[src/rtl/ones_pattern_gen.sv]
// ones_pattern_gen: enumerates every BITS-wide word with exactly K set bits, ascending, on a valid/ready stream
// Ports: clk/rst (sync, active-high); start + count_in request a sequence of K-ones words;
// out_valid/out_ready/pattern/last carry the stream; busy is high while emitting;
// done pulses after the final handshake; err pulses when start is accepted with K > BITS.
module ones_pattern_gen #(
  parameter int BITS = 16
) (
  input  logic                      clk,
  input  logic                      rst,
  input  logic                      start,
  input  logic [$clog2(BITS+1)-1:0] count_in,
  output logic                      busy,
  output logic                      out_valid,
  input  logic                      out_ready,
  output logic [BITS-1:0]           pattern,
  output logic                      last,
  output logic                      done,
  output logic                      err
);
  localparam int CW = $clog2(BITS+1);
  localparam logic [CW-1:0] BW = CW'(BITS);
  localparam logic [BITS:0] ONE = {{BITS{1'b0}}, 1'b1};
  typedef enum logic {IDLE, EMIT} state_t;
  state_t state_q, state_d;
  logic [CW-1:0] k_q, k_d, tz;
  logic [BITS-1:0] pattern_q, pattern_d;
  logic valid_q, valid_d, last_q, last_d, done_q, done_d, err_q, err_d;
  logic [BITS:0] x, c, r, t, nxt, hi;
  // Gosper's hack in BITS+1 bits; the carry out of r lands in bit BITS and is dropped on truncation
  always_comb begin
    x = {1'b0, pattern_q};
    c = x & (~x + ONE);
    r = x + c;
    t = x ^ r;
    tz = '0;
    for (int i = 0; i <= BITS; i++) if (c[i]) tz = CW'(i);
    nxt = r | ((t >> tz) >> 2);
    hi = ((ONE << k_q) - ONE) << (BW - k_q);
  end
  always_comb begin
    state_d = state_q;
    k_d = k_q;
    pattern_d = pattern_q;
    valid_d = valid_q;
    last_d = last_q;
    done_d = 1'b0;
    err_d = 1'b0;
    if (state_q == IDLE) begin
      if (start && count_in > BW) err_d = 1'b1;
      else if (start) begin
        k_d = count_in;
        pattern_d = BITS'((ONE << count_in) - ONE);
        valid_d = 1'b1;
        last_d = count_in == '0 || count_in == BW;
        state_d = EMIT;
      end
    end else if (valid_q && out_ready) begin
      if (last_q) begin
        valid_d = 1'b0;
        last_d = 1'b0;
        done_d = 1'b1;
        state_d = IDLE;
      end else begin
        pattern_d = BITS'(nxt);
        last_d = nxt == hi;
      end
    end
  end
  always_ff @(posedge clk) begin
    if (rst) begin
      state_q <= IDLE;
      k_q <= '0;
      pattern_q <= '0;
      valid_q <= 1'b0;
      last_q <= 1'b0;
      done_q <= 1'b0;
      err_q <= 1'b0;
    end else begin
      state_q <= state_d;
      k_q <= k_d;
      pattern_q <= pattern_d;
      valid_q <= valid_d;
      last_q <= last_d;
      done_q <= done_d;
      err_q <= err_d;
    end
  end
  assign busy = state_q == EMIT;
  assign out_valid = valid_q;
  assign pattern = pattern_q;
  assign last = last_q;
  assign done = done_q;
  assign err = err_q;
endmodule

[config.mk]
export PLATFORM = sky130hd
export DESIGN_NAME = ones_pattern_gen
export DESIGN_NICKNAME = d
export VERILOG_FILES = /design/src/rtl/ones_pattern_gen.sv
export SDC_FILE = /design/constraint.sdc
export NUM_CORES = 1
export LEC_CHECK = 0
export BUFFER_PORTS_ARGS = -buffer_cell sky130_fd_sc_hd__buf_4
export CAP_MARGIN = 20
export CORE_UTILIZATION = 50
export CTS_BUF_LIST = sky130_fd_sc_hd__clkbuf_4
export CTS_CLUSTER_DIAMETER = 50
export DETAILED_ROUTE_END_ITERATION = 12
export PLACE_DENSITY = 0.67
export SLEW_MARGIN = 40
export SYNTH_ARGS = -nofsm -noshare
export SYNTH_HDL_FRONTEND = slang
export SYNTH_SLANG_ARGS = --single-unit
[constraint.sdc]
create_clock -name clk -period 8.8 [get_ports clk]
set_input_delay 0.88 -clock clk [delete_from_list [all_inputs] [get_ports clk]]
set_output_delay 0.88 -clock clk [all_outputs]
set_load 0.05 [all_outputs]
Word-level counts from Yosys, hierarchy flattened

Cells that the tools add are included.

Input port bits: 9
Bits in registers: 26
Word-level logic and storage cells: 79
Output and inout bits: 21

$add $sub $neg: 5
Multiplexer cells: 38
Shift operators: 4
Reductions and logical operators: 11
Equality and inequality tests: 6
Bitwise operators: 7
Magnitude comparators: 1

Operator list:

| kind                                                                     | number |
|---|---|
| 16-bit two-way mux                                                       | 5 |
| 5-bit two-way mux                                                        | 13 |
| 1-bit two-way mux                                                        | 18 |
| 16-bit by 17-bit adder with 17-bit output                                | 1 |
| 17-bit by 1-bit adder with 17-bit output (second input constant)         | 1 |
| 16-bit by 17-bit bitwise AND with 17-bit output                          | 1 |
| 17-bit equality test                                                     | 1 |
| 16-bit NOT with 17-bit output                                            | 1 |
| 17-bit by 15-bit OR with 17-bit output                                   | 1 |
| 1-bit by 5-bit left shift with 17-bit output (first input constant)      | 1 |
| 17-bit by 5-bit left shift with 17-bit output                            | 1 |
| 17-bit by 5-bit >> shifter with 17-bit output                            | 1 |
| 17-bit by 1-bit subtractor with 17-bit output (second input constant)    | 1 |
| 16-bit by 17-bit XOR with 17-bit output                                  | 1 |
| 1-bit by 5-bit left shift with 16-bit output (first input constant)      | 1 |
| 16-bit by 1-bit subtractor with 16-bit output (second input constant)    | 1 |
| 4-bit AND reduction                                                      | 2 |
| 3-bit AND reduction                                                      | 2 |
| 5-bit equality test (second input constant)                              | 1 |
| 5-bit greater-than comparator (second input constant)                    | 1 |
| 5-bit logical NOT                                                        | 1 |
| 5-bit subtractor (first input constant)                                  | 1 |
| 2-bit two-way mux                                                        | 2 |
| 2-bit by 1-bit inequality test with 1-bit output (second input constant) | 2 |
| other kinds (7)                                                          | 11 |

Longest topological paths before layout

Gate-level depths: netlist of run 1.

Word-level depth: 25
Mapped depth: 20
Depth with buffers taken out: 17

Worst setup path before layout of run 1

OpenSTA, ideal clock, no wires.

Kind: reg-to-reg
From: register k_q[0]
To: register last_q (netlist: last)
Path slack: 4.448 ns
Stages on the path, launching flop included: 19
Path buffers: 3
Setup time: 0.087 ns
Data arrival time: 4.265 ns
Clock period less this slack: 4.352 ns
Cell sequence: dfxtp_1 > inv_1 > clkbuf_1 > ha_1 > ha_1 > clkbuf_1 > nor3b_1 > inv_1 > ha_1 > clkbuf_1 > or2_2 > o21ai_0 > a2bb2oi_1 > a21boi_0 > o311ai_0 > nand3_1 > o31ai_1 > o32ai_1 > o31ai_1

Longest elaborated chain between the ends: 7
Elaborated cells on any way between the ends: 8
Those cells by class: add/sub (2); eq/ne (1); shift (2); mux (3)

Ends and longest elaborated chain:

| element                                           | line | RTL |
|---|---|---|
| start, declared                                   | 25   | `logic [CW-1:0] k_q, k_d, tz;` |
| start signal, assigned                            | 80   | `k_q <= k_d;` |
| 1-bit by 5-bit left shift with 17-bit output      | 38   | `hi = ((ONE << k_q) - ONE) << (BW - k_q);` |
| 17-bit by 1-bit subtractor with 17-bit output     | 38   |  |
| 17-bit by 5-bit left shift with 17-bit output (*) | 38   |  |
| 17-bit equality test (*)                          | 65   | `last_d = nxt == hi;` |
| 1-bit two-way mux (*)                             | 58   | `if (last_q) begin` |
| 1-bit two-way mux (*)                             | 57   | `end else if (valid_q && out_ready) begin` |
| 1-bit two-way mux (*)                             | 48   | `if (state_q == IDLE) begin` |
| end signal, assigned                              | 83   | `last_q <= last_d;` |
| end, declared                                     | 27   | `logic valid_q, valid_d, last_q, last_d, done_q, done_d, err_q, err_d;` |

Mark *: on every way between the ends. The rest lies on a longest branch, timed or not. The select of a mux whose other input is x is not followed.
A chain may end at the register's enable or synchronous reset.

Worst setup path in the final report of run 1

Same ends and word-level chain as after synthesis.

==> results.toml, run 1 <==
[run_status]
outcome = "completed"

[clocking]
clock_insertion_delay_worst_skew_ns = 0.34
clk_transition_reported_paths_ns = 0.15
max-clock-path-buffers = 2
cts.repair_timing.setup_buffer_count = 0
h_tree_level_count = 1
root_buffer = "sky130_fd_sc_hd__clkbuf_4"
clock_sinks = 26
cts_tree = "built"
cts-hold-fix-buffers = 0
cts-buffers-inserted = 3
ctsResizeCount = 0

[synthesis]
post_synth_instance_area_sq_um = 5390
synth_fp_nets = 833
synth.yosys.warnings = 0
yosysTopAreaCell = "sky130_fd_sc_hd__dfxtp_1"
synth_seq_area_share = 0.0967
post-synth-top-area-fraction = 0.0967
synthTopCellsByArea = "sky130_fd_sc_hd__dfxtp_1 (9.7%), sky130_fd_sc_hd__nor2_1 (6.1%), sky130_fd_sc_hd__a21oi_1 (5.8%), sky130_fd_sc_hd__o21ai_0 (4.9%), sky130_fd_sc_hd__nand2_1 (4.8%)"
synth_flop_cell = "sky130_fd_sc_hd__dfxtp_1"
synthesis.area_per_instance_sq_um = 6.60
ys_ff_latch = 26
synth-edff-count = 0
postSynth.asyncResetShare = 0
yosysUniqueCellTypes = 90
synthesis.instances = 816

[global_route]
number_of_global_route_vias_before_repair = 6212
global_route_wire_length_before_repair_microns = 32100
track_usage = 0.352
grt_antenna_before_repair = 0
overflow = 0
grt_max_degree = 36

[floorplanning]
core_area_sq_um = 10400
total_die_area_sq_um = 11200
number_of_placement_rows = 37
die_y_microns = 106
die_width_microns = 106
pin_count = 30
initial_core_util = 0.519

[routing]
routed.top_layer = "met4"
route.met2.wl_microns = 8850
wl_met3_microns = 1960
route.antenna.remaining_nets = 0
dr_total_vias = 6726
drt-pass1-iter-count = 6
drt_wl_total_microns = 19700
viasPerCell = 7.30
drcViolationCount = 0
wirelength_met1_microns = 8010
dr.first_iter.drc_count = 889
wl_per_cell_microns = 21.4

[placement]
portBuffers = 29
post_dp_cell_area_sq_um = 5520
dp_slack_ns = 3.93
finalWeightedCongestion = 1.05
dpl.hpwl_microns = 14500

[setup_path]
setup.worst_path.class = "flip-flop to flip-flop"
worst_setup_path_end_kind = "flip-flop"
worst-path-max-fanout = 15
critical_path_arrival_ns = 5.35
critical_path_required_ns = 9.06
reg2reg_depth = 17
crit_path_start_kind = "flip-flop"

[sta]
report.final.hold_viol_count = 0
setup_slack_ns = 3.71
worst-slew-pin-transition_ns = 0.864
fmax_mhz = 197
final_period_minus_worst_setup_slack_ns = 5.09
finalSetupViolCount = 0
fin_hold_ws_ns = 0.515
drv_slew = 0
clock_skew_ns = 0.00828
grt_setup_unrepaired = "false"
setup_tns_ns = 0
finalCritPeriodShare = 0.578
worst_slew_slack_as_a_fraction_of_its_limit = 0.422

[cells_and_area]
ff_latch_area_sq_um = 520
net_count_of_the_finished_layout = 803
combined_area_of_the_multi_input_logic_cells_sq_um = 4500
fraction_of_final_layout_cells_sized_beyond_drive_strength_1 = 0.106
fin_area_sq_um = 5580
synthToLayoutAreaGrowth_pct = 3.62
antenna-diode-count = 0
fillCellCount = 1048

[hold_path]
worstHoldPathType = "flip-flop to flip-flop"
worst_hold_path_depth = 2

[power_and_ir_drop]
power_density_nw_per_um2 = 161
finalPower_uw = 901
static-leakage-power_uw = 0.00193
vdd.ir_drop.worst_uv = 107

[run]
maxCapViolCount = 0
-- cell usage after synthesis (6+ instances only) --
library cell,number
sky130_fd_sc_hd__a211oi_1,24
sky130_fd_sc_hd__a21boi_0,7
sky130_fd_sc_hd__a21o_1,6
sky130_fd_sc_hd__a21oi_1,62
sky130_fd_sc_hd__a221oi_1,12
sky130_fd_sc_hd__a22oi_1,7
sky130_fd_sc_hd__a31oi_1,14
sky130_fd_sc_hd__and2_1,11
sky130_fd_sc_hd__and3_1,7
sky130_fd_sc_hd__buf_2,13
sky130_fd_sc_hd__clkbuf_1,47
sky130_fd_sc_hd__dfxtp_1,26
sky130_fd_sc_hd__ha_1,8
sky130_fd_sc_hd__inv_1,22
sky130_fd_sc_hd__mux2_2,11
sky130_fd_sc_hd__mux2i_1,14
sky130_fd_sc_hd__nand2_1,69
sky130_fd_sc_hd__nand2b_1,9
sky130_fd_sc_hd__nand3_1,25
sky130_fd_sc_hd__nand4_1,7
sky130_fd_sc_hd__nor2_1,88
sky130_fd_sc_hd__nor2b_1,15
sky130_fd_sc_hd__nor3_1,34
sky130_fd_sc_hd__nor4_1,11
sky130_fd_sc_hd__o211ai_1,24
sky130_fd_sc_hd__o21a_1,13
sky130_fd_sc_hd__o21ai_0,53
sky130_fd_sc_hd__o221ai_1,8
sky130_fd_sc_hd__o22ai_1,6
sky130_fd_sc_hd__o311ai_0,6
sky130_fd_sc_hd__o31a_1,7
sky130_fd_sc_hd__o31ai_1,9
sky130_fd_sc_hd__or2_2,10
sky130_fd_sc_hd__or3_1,8
sky130_fd_sc_hd__xnor2_1,16
sky130_fd_sc_hd__xor2_1,7
-- power breakdown --
part | leakage, uW | internal, uW | total [uW] | switching [uW]
combinational | 0.00169 | 228 | 658 | 429
clock | 0.0000279 | 46.1 | 84.7 | 38.5
sequential | 0.000213 | 126 | 159 | 32.7
-- cell usage in the layout, fill, tap and decap left out, drive strengths merged, types with 5 or more instances in the layout --
| master | netlist | routed |
|---|---|---|
| o21a | 13 | 13 |
| nor2b | 15 | 15 |
| mux2i | 14 | 14 |
| nor4 | 14 | 14 |
| nand3 | 25 | 25 |
| o31ai | 10 | 10 |
| o21ai | 55 | 55 |
| o22ai | 7 | 7 |
| and2 | 11 | 11 |
| a22oi | 7 | 7 |
| inv | 22 | 22 |
| xor2 | 7 | 7 |
| and3 | 7 | 7 |
| a21o | 6 | 6 |
| dfxtp | 26 | 26 |
| a21boi | 7 | 7 |
| xnor2 | 16 | 16 |
| o211ai | 24 | 24 |
| nand2 | 70 | 70 |
| nor3 | 36 | 36 |
| a31oi | 14 | 14 |
| nor3b | 5 | 5 |
| o311ai | 6 | 6 |
| o31a | 7 | 7 |
| mux2 | 12 | 12 |
| a21oi | 63 | 63 |
| or2 | 10 | 10 |
| nand2b | 9 | 9 |
| a221oi | 12 | 12 |
| nand4 | 7 | 7 |
| or4 | 5 | 5 |
| a211oi | 25 | 25 |
| buf | 21 | 33 |
| or3 | 8 | 8 |
| ha | 8 | 8 |
| o221ai | 9 | 9 |
| nor2 | 89 | 89 |
-- worst max-delay path, cell delays in order, from the launching register on --
cell and delay [ns]:
sky130_fd_sc_hd__dfxtp_1 0.34, sky130_fd_sc_hd__inv_1 0.37, sky130_fd_sc_hd__ha_1 0.28, sky130_fd_sc_hd__ha_1 0.43, sky130_fd_sc_hd__nor3b_1 0.55, sky130_fd_sc_hd__inv_1 0.13, sky130_fd_sc_hd__ha_1 0.41, sky130_fd_sc_hd__nor4bb_1 0.20
sky130_fd_sc_hd__mux2_2 0.32, sky130_fd_sc_hd__o31ai_1 0.38, sky130_fd_sc_hd__nor2_1 0.09, sky130_fd_sc_hd__a211oi_1 0.43, sky130_fd_sc_hd__a221oi_1 0.17, sky130_fd_sc_hd__xor2_1 0.17, sky130_fd_sc_hd__nor4_1 0.21, sky130_fd_sc_hd__o2111a_1 0.22
sky130_fd_sc_hd__o2111ai_1 0.10, sky130_fd_sc_hd__o31ai_1 0.21
-- sequential cells by signal, indices dropped and copies added, names as in the netlist --
signal     flops
pattern       16
err            1
k_q            5
done           1
last           1
busy           1
out_valid      1
-- routing by layer --
layer	GRT usage	up-vias
li1	-	3064
met1	0.472	3104
met2	0.571	460
met3	0.0402	98
met4	0.145	0
met5	0	-
-- through the flow --
step / utilization / instances
2_1_floorplan: - / 816
3_3_place_gp: 0.532 / 917
3_5_place_dp: 0.532 / 917
4_1_cts: 0.537 / 921
5_1_grt: 0.538 / 921
6_report: 0.538 / 921
-- worst paths after layout --
kind                             to  slack (ns)                   start
min reg2reg  out_valid$_SDFFE_PP0P_        0.52  out_valid$_SDFFE_PP0P_
min          out_valid$_SDFFE_PP0P_        0.52  out_valid$_SDFFE_PP0P_
max               last$_SDFFE_PP0P_        3.71     k_q[0]$_SDFFE_PP0P_
max reg2reg       last$_SDFFE_PP0P_        3.71     k_q[0]$_SDFFE_PP0P_
-- cell families (layout without fill, tap and decap cells) --
kind of cell	Yosys count	count (layout)	share of synthesized area
AO/OA/AOI/OAI	313	313	0.409
XOR/XNOR	23	23	0.0374
adder cells (fa/ha/maj)	8	8	0.0186
buffers and inverters	91	60	0.0699
flip-flops	26	26	0.0967
multiplexers	27	27	0.0560
AND/OR/NAND/NOR	328	328	0.313
-- cell type report --
type                    count  area share
clock inverters             1     0.00538
clock buffers               3     0.00404
flip-flops and latches     26      0.0933
multi-input cells         699       0.807
repair buffers             33      0.0444
inverters                  23      0.0155
well taps                 136      0.0305
No activity file was read; power rests on OpenSTA's default activity.
==> run 2, diff against run 1 <==
--- a/config.mk
+++ b/config.mk
@@ -11,7 +11,7 @@
 export CTS_BUF_LIST = sky130_fd_sc_hd__clkbuf_4
 export CTS_CLUSTER_DIAMETER = 50
 export DETAILED_ROUTE_END_ITERATION = 12
-export PLACE_DENSITY = 0.67
+export PLACE_DENSITY = 0.7
 export SLEW_MARGIN = 40
 export SYNTH_ARGS = -nofsm -noshare
 export SYNTH_HDL_FRONTEND = slang
==> constraint.sdc (replaced) <==
create_clock -name clk -period 4.46 [get_ports clk]
set_input_delay 0.446 -clock clk [delete_from_list [all_inputs] [get_ports clk]]
set_output_delay 0.446 -clock clk [all_outputs]
set_load 0.05 [all_outputs]
==> results.toml, run 2 (synthesized netlist as in run 1, its figures left out) <==
[setup_path]
worst_setup_path_end_kind = "flip-flop"
worst_setup_path_endpoint = "last$_SDFFE_PP0P_"
setup.worst_path.class = "flip-flop to flip-flop"
critPathSlowestCell = "sky130_fd_sc_hd__or4b_2"
reg2reg_slack_ns = 0.27
crit_path_max_incr_delay_ns = 0.70
crit_path_start_kind = "flip-flop"
worst-path-max-fanout = 11
reg2reg_depth = 15
regToRegStartpoint = "k_q[1]$_SDFFE_PP0P_"
timing.rr.end = "last$_SDFFE_PP0P_"
critPathLaunch = "k_q[1]$_SDFFE_PP0P_"
critical_path_arrival_ns = 4.45
critical_path_required_ns = 4.72
cp_cell_sequence = "inv_1 > ha_1 > ha_1 > buf_4 > or4b_2 > a2111oi_1 > o311ai_0 > o311ai_0 > o21ai_0 > a31oi_1 > xnor2_1 > a31oi_1 > o2111a_1 > o2111ai_1 > o31ai_1"

[global_route]
global_route_wire_length_before_repair_microns = 33100
track_usage = 0.368
grt_antenna_before_repair = 0
number_of_global_route_vias_before_repair = 6213
grt_max_degree = 34
overflow = 0

[floorplanning]
pin_count = 30
die_y_microns = 106
core_area_sq_um = 10400
die_width_microns = 106
number_of_placement_rows = 37
initial_core_util = 0.519
total_die_area_sq_um = 11200

[sta]
drv_slew = 0
finalCritPeriodShare = 0.940
report.final.hold_viol_count = 0
worst_slew_slack_as_a_fraction_of_its_limit = 0.483
finalSetupViolCount = 0
grt_setup_unrepaired = "false"
setup_slack_ns = 0.266
clock_skew_ns = 0.0201
final_period_minus_worst_setup_slack_ns = 4.19
fmax_mhz = 238
worst-slew-pin-transition_ns = 0.771
setup_tns_ns = 0

[run_status]
outcome = "completed"

[routing]
drcViolationCount = 0
dr_total_vias = 6836
route.antenna.remaining_nets = 0
drt-pass1-iter-count = 6
wl_per_cell_microns = 21.7
drt_wl_total_microns = 20700
viasPerCell = 7.15
dr.first_iter.drc_count = 875

[placement]
dp_slack_ns = 0.268
post_dp_cell_area_sq_um = 5780
portBuffers = 29
finalWeightedCongestion = 1.08
dpl.hpwl_microns = 15800

[cells_and_area]
antenna-diode-count = 0
fin_area_sq_um = 5800
layout.cells.most_common_list = "sky130_fd_sc_hd__nor2_1 (88), sky130_fd_sc_hd__nand2_1 (69), sky130_fd_sc_hd__buf_4 (68)"
final_core_util = 0.560
layout.cells.most_common = "sky130_fd_sc_hd__nor2_1"
synthToLayoutAreaGrowth_pct = 7.76
fraction_of_final_layout_cells_sized_beyond_drive_strength_1 = 0.140
largest_register_ff_count = 16
net_count_of_the_finished_layout = 838

[power_and_ir_drop]
static-leakage-power_uw = 0.00208
vdd.ir_drop.worst_uv = 155
finalPower_uw = 1790
power_density_nw_per_um2 = 308

[clocking]
clock_sinks = 26
cts-buffers-inserted = 3
root_buffer = "sky130_fd_sc_hd__clkbuf_4"
h_tree_level_count = 1
clock_insertion_delay_worst_skew_ns = 0.35
cts_tree = "built"
max-clock-path-buffers = 2
clk_transition_reported_paths_ns = 0.14
cts.repair_timing.setup_buffer_count = 0

[hold_path]
worstHoldPathType = "input port to flip-flop"

[run]
maxCapViolCount = 0
[run 2: area by class of cell]
class | instances | area, sq um
clock buffer | 3 | 22.5
inverter | 23 | 86.3
clock inverter | 1 | 3.75
timing repair buffer | 68 | 510
sequential | 26 | 520
tap | 136 | 170
multi-input combinational | 699 | 4490
fill | 1042 | 4570
[run 2: where the power goes]
group          switching (uW)  internal [uW]  leakage, uW  total [uW]
registers                44.7            249     0.000213         293
logic                     883            500      0.00185        1380
clock network            78.2           33.0    0.0000154         111
[run 2: worst min path at each step]
stage | slack, ns | to | cells after the start | from
2_1_floorplan | 0.54 | k_q[1]$_SDFFE_PP0P_ | 2 | k_q[1]$_SDFFE_PP0P_
3_3_place_gp | 0.49 | out_valid$_SDFFE_PP0P_ | 2 | out_valid$_SDFFE_PP0P_
3_5_place_dp | 0.50 | out_valid$_SDFFE_PP0P_ | 2 | out_valid$_SDFFE_PP0P_
4_1_cts | 0.41 | err$_SDFF_PP0_ | 3 | start
5_1_grt | 0.40 | err$_SDFF_PP0_ | 3 | start
6_report | 0.41 | err$_SDFF_PP0_ | 3 | start
[run 2: stage by stage]
| step | hold WS, ns | std cells |
|---|---|---|
| final | 0.414 | 956 |
| after CTS | 0.412 | 956 |
| after floorplan | 0.541 | 816 |
| after detailed placement | 0.502 | 952 |
| after global placement | 0.493 | 952 |
| after global routing | 0.402 | 956 |
[run 2: worst max-delay path, delay by kind of cell, from the launching register on]
family	cells	cell delay, ns
compound gates	9	2.21
simple gates	1	0.70
fa+ha+maj	2	0.42
flops	1	0.42
buf+inv	2	0.27
xor+xnor	1	0.11
[run 2: metal layers]
metal | up-vias | wire (microns) | track usage
met1 | 3173 | 8270 | 0.466
met5 | - | 0 | 0
met2 | 450 | 9530 | 0.611
li1 | 3126 | - | -
met3 | 87 | 2020 | 0.0600
met4 | 0 | 924 | 0.165
[run 2: timing repair]
item	4_1_cts	5_1_grt
gates resized for setup	0	1
hold buffers	0	0
setup endpoints to repair	0	1
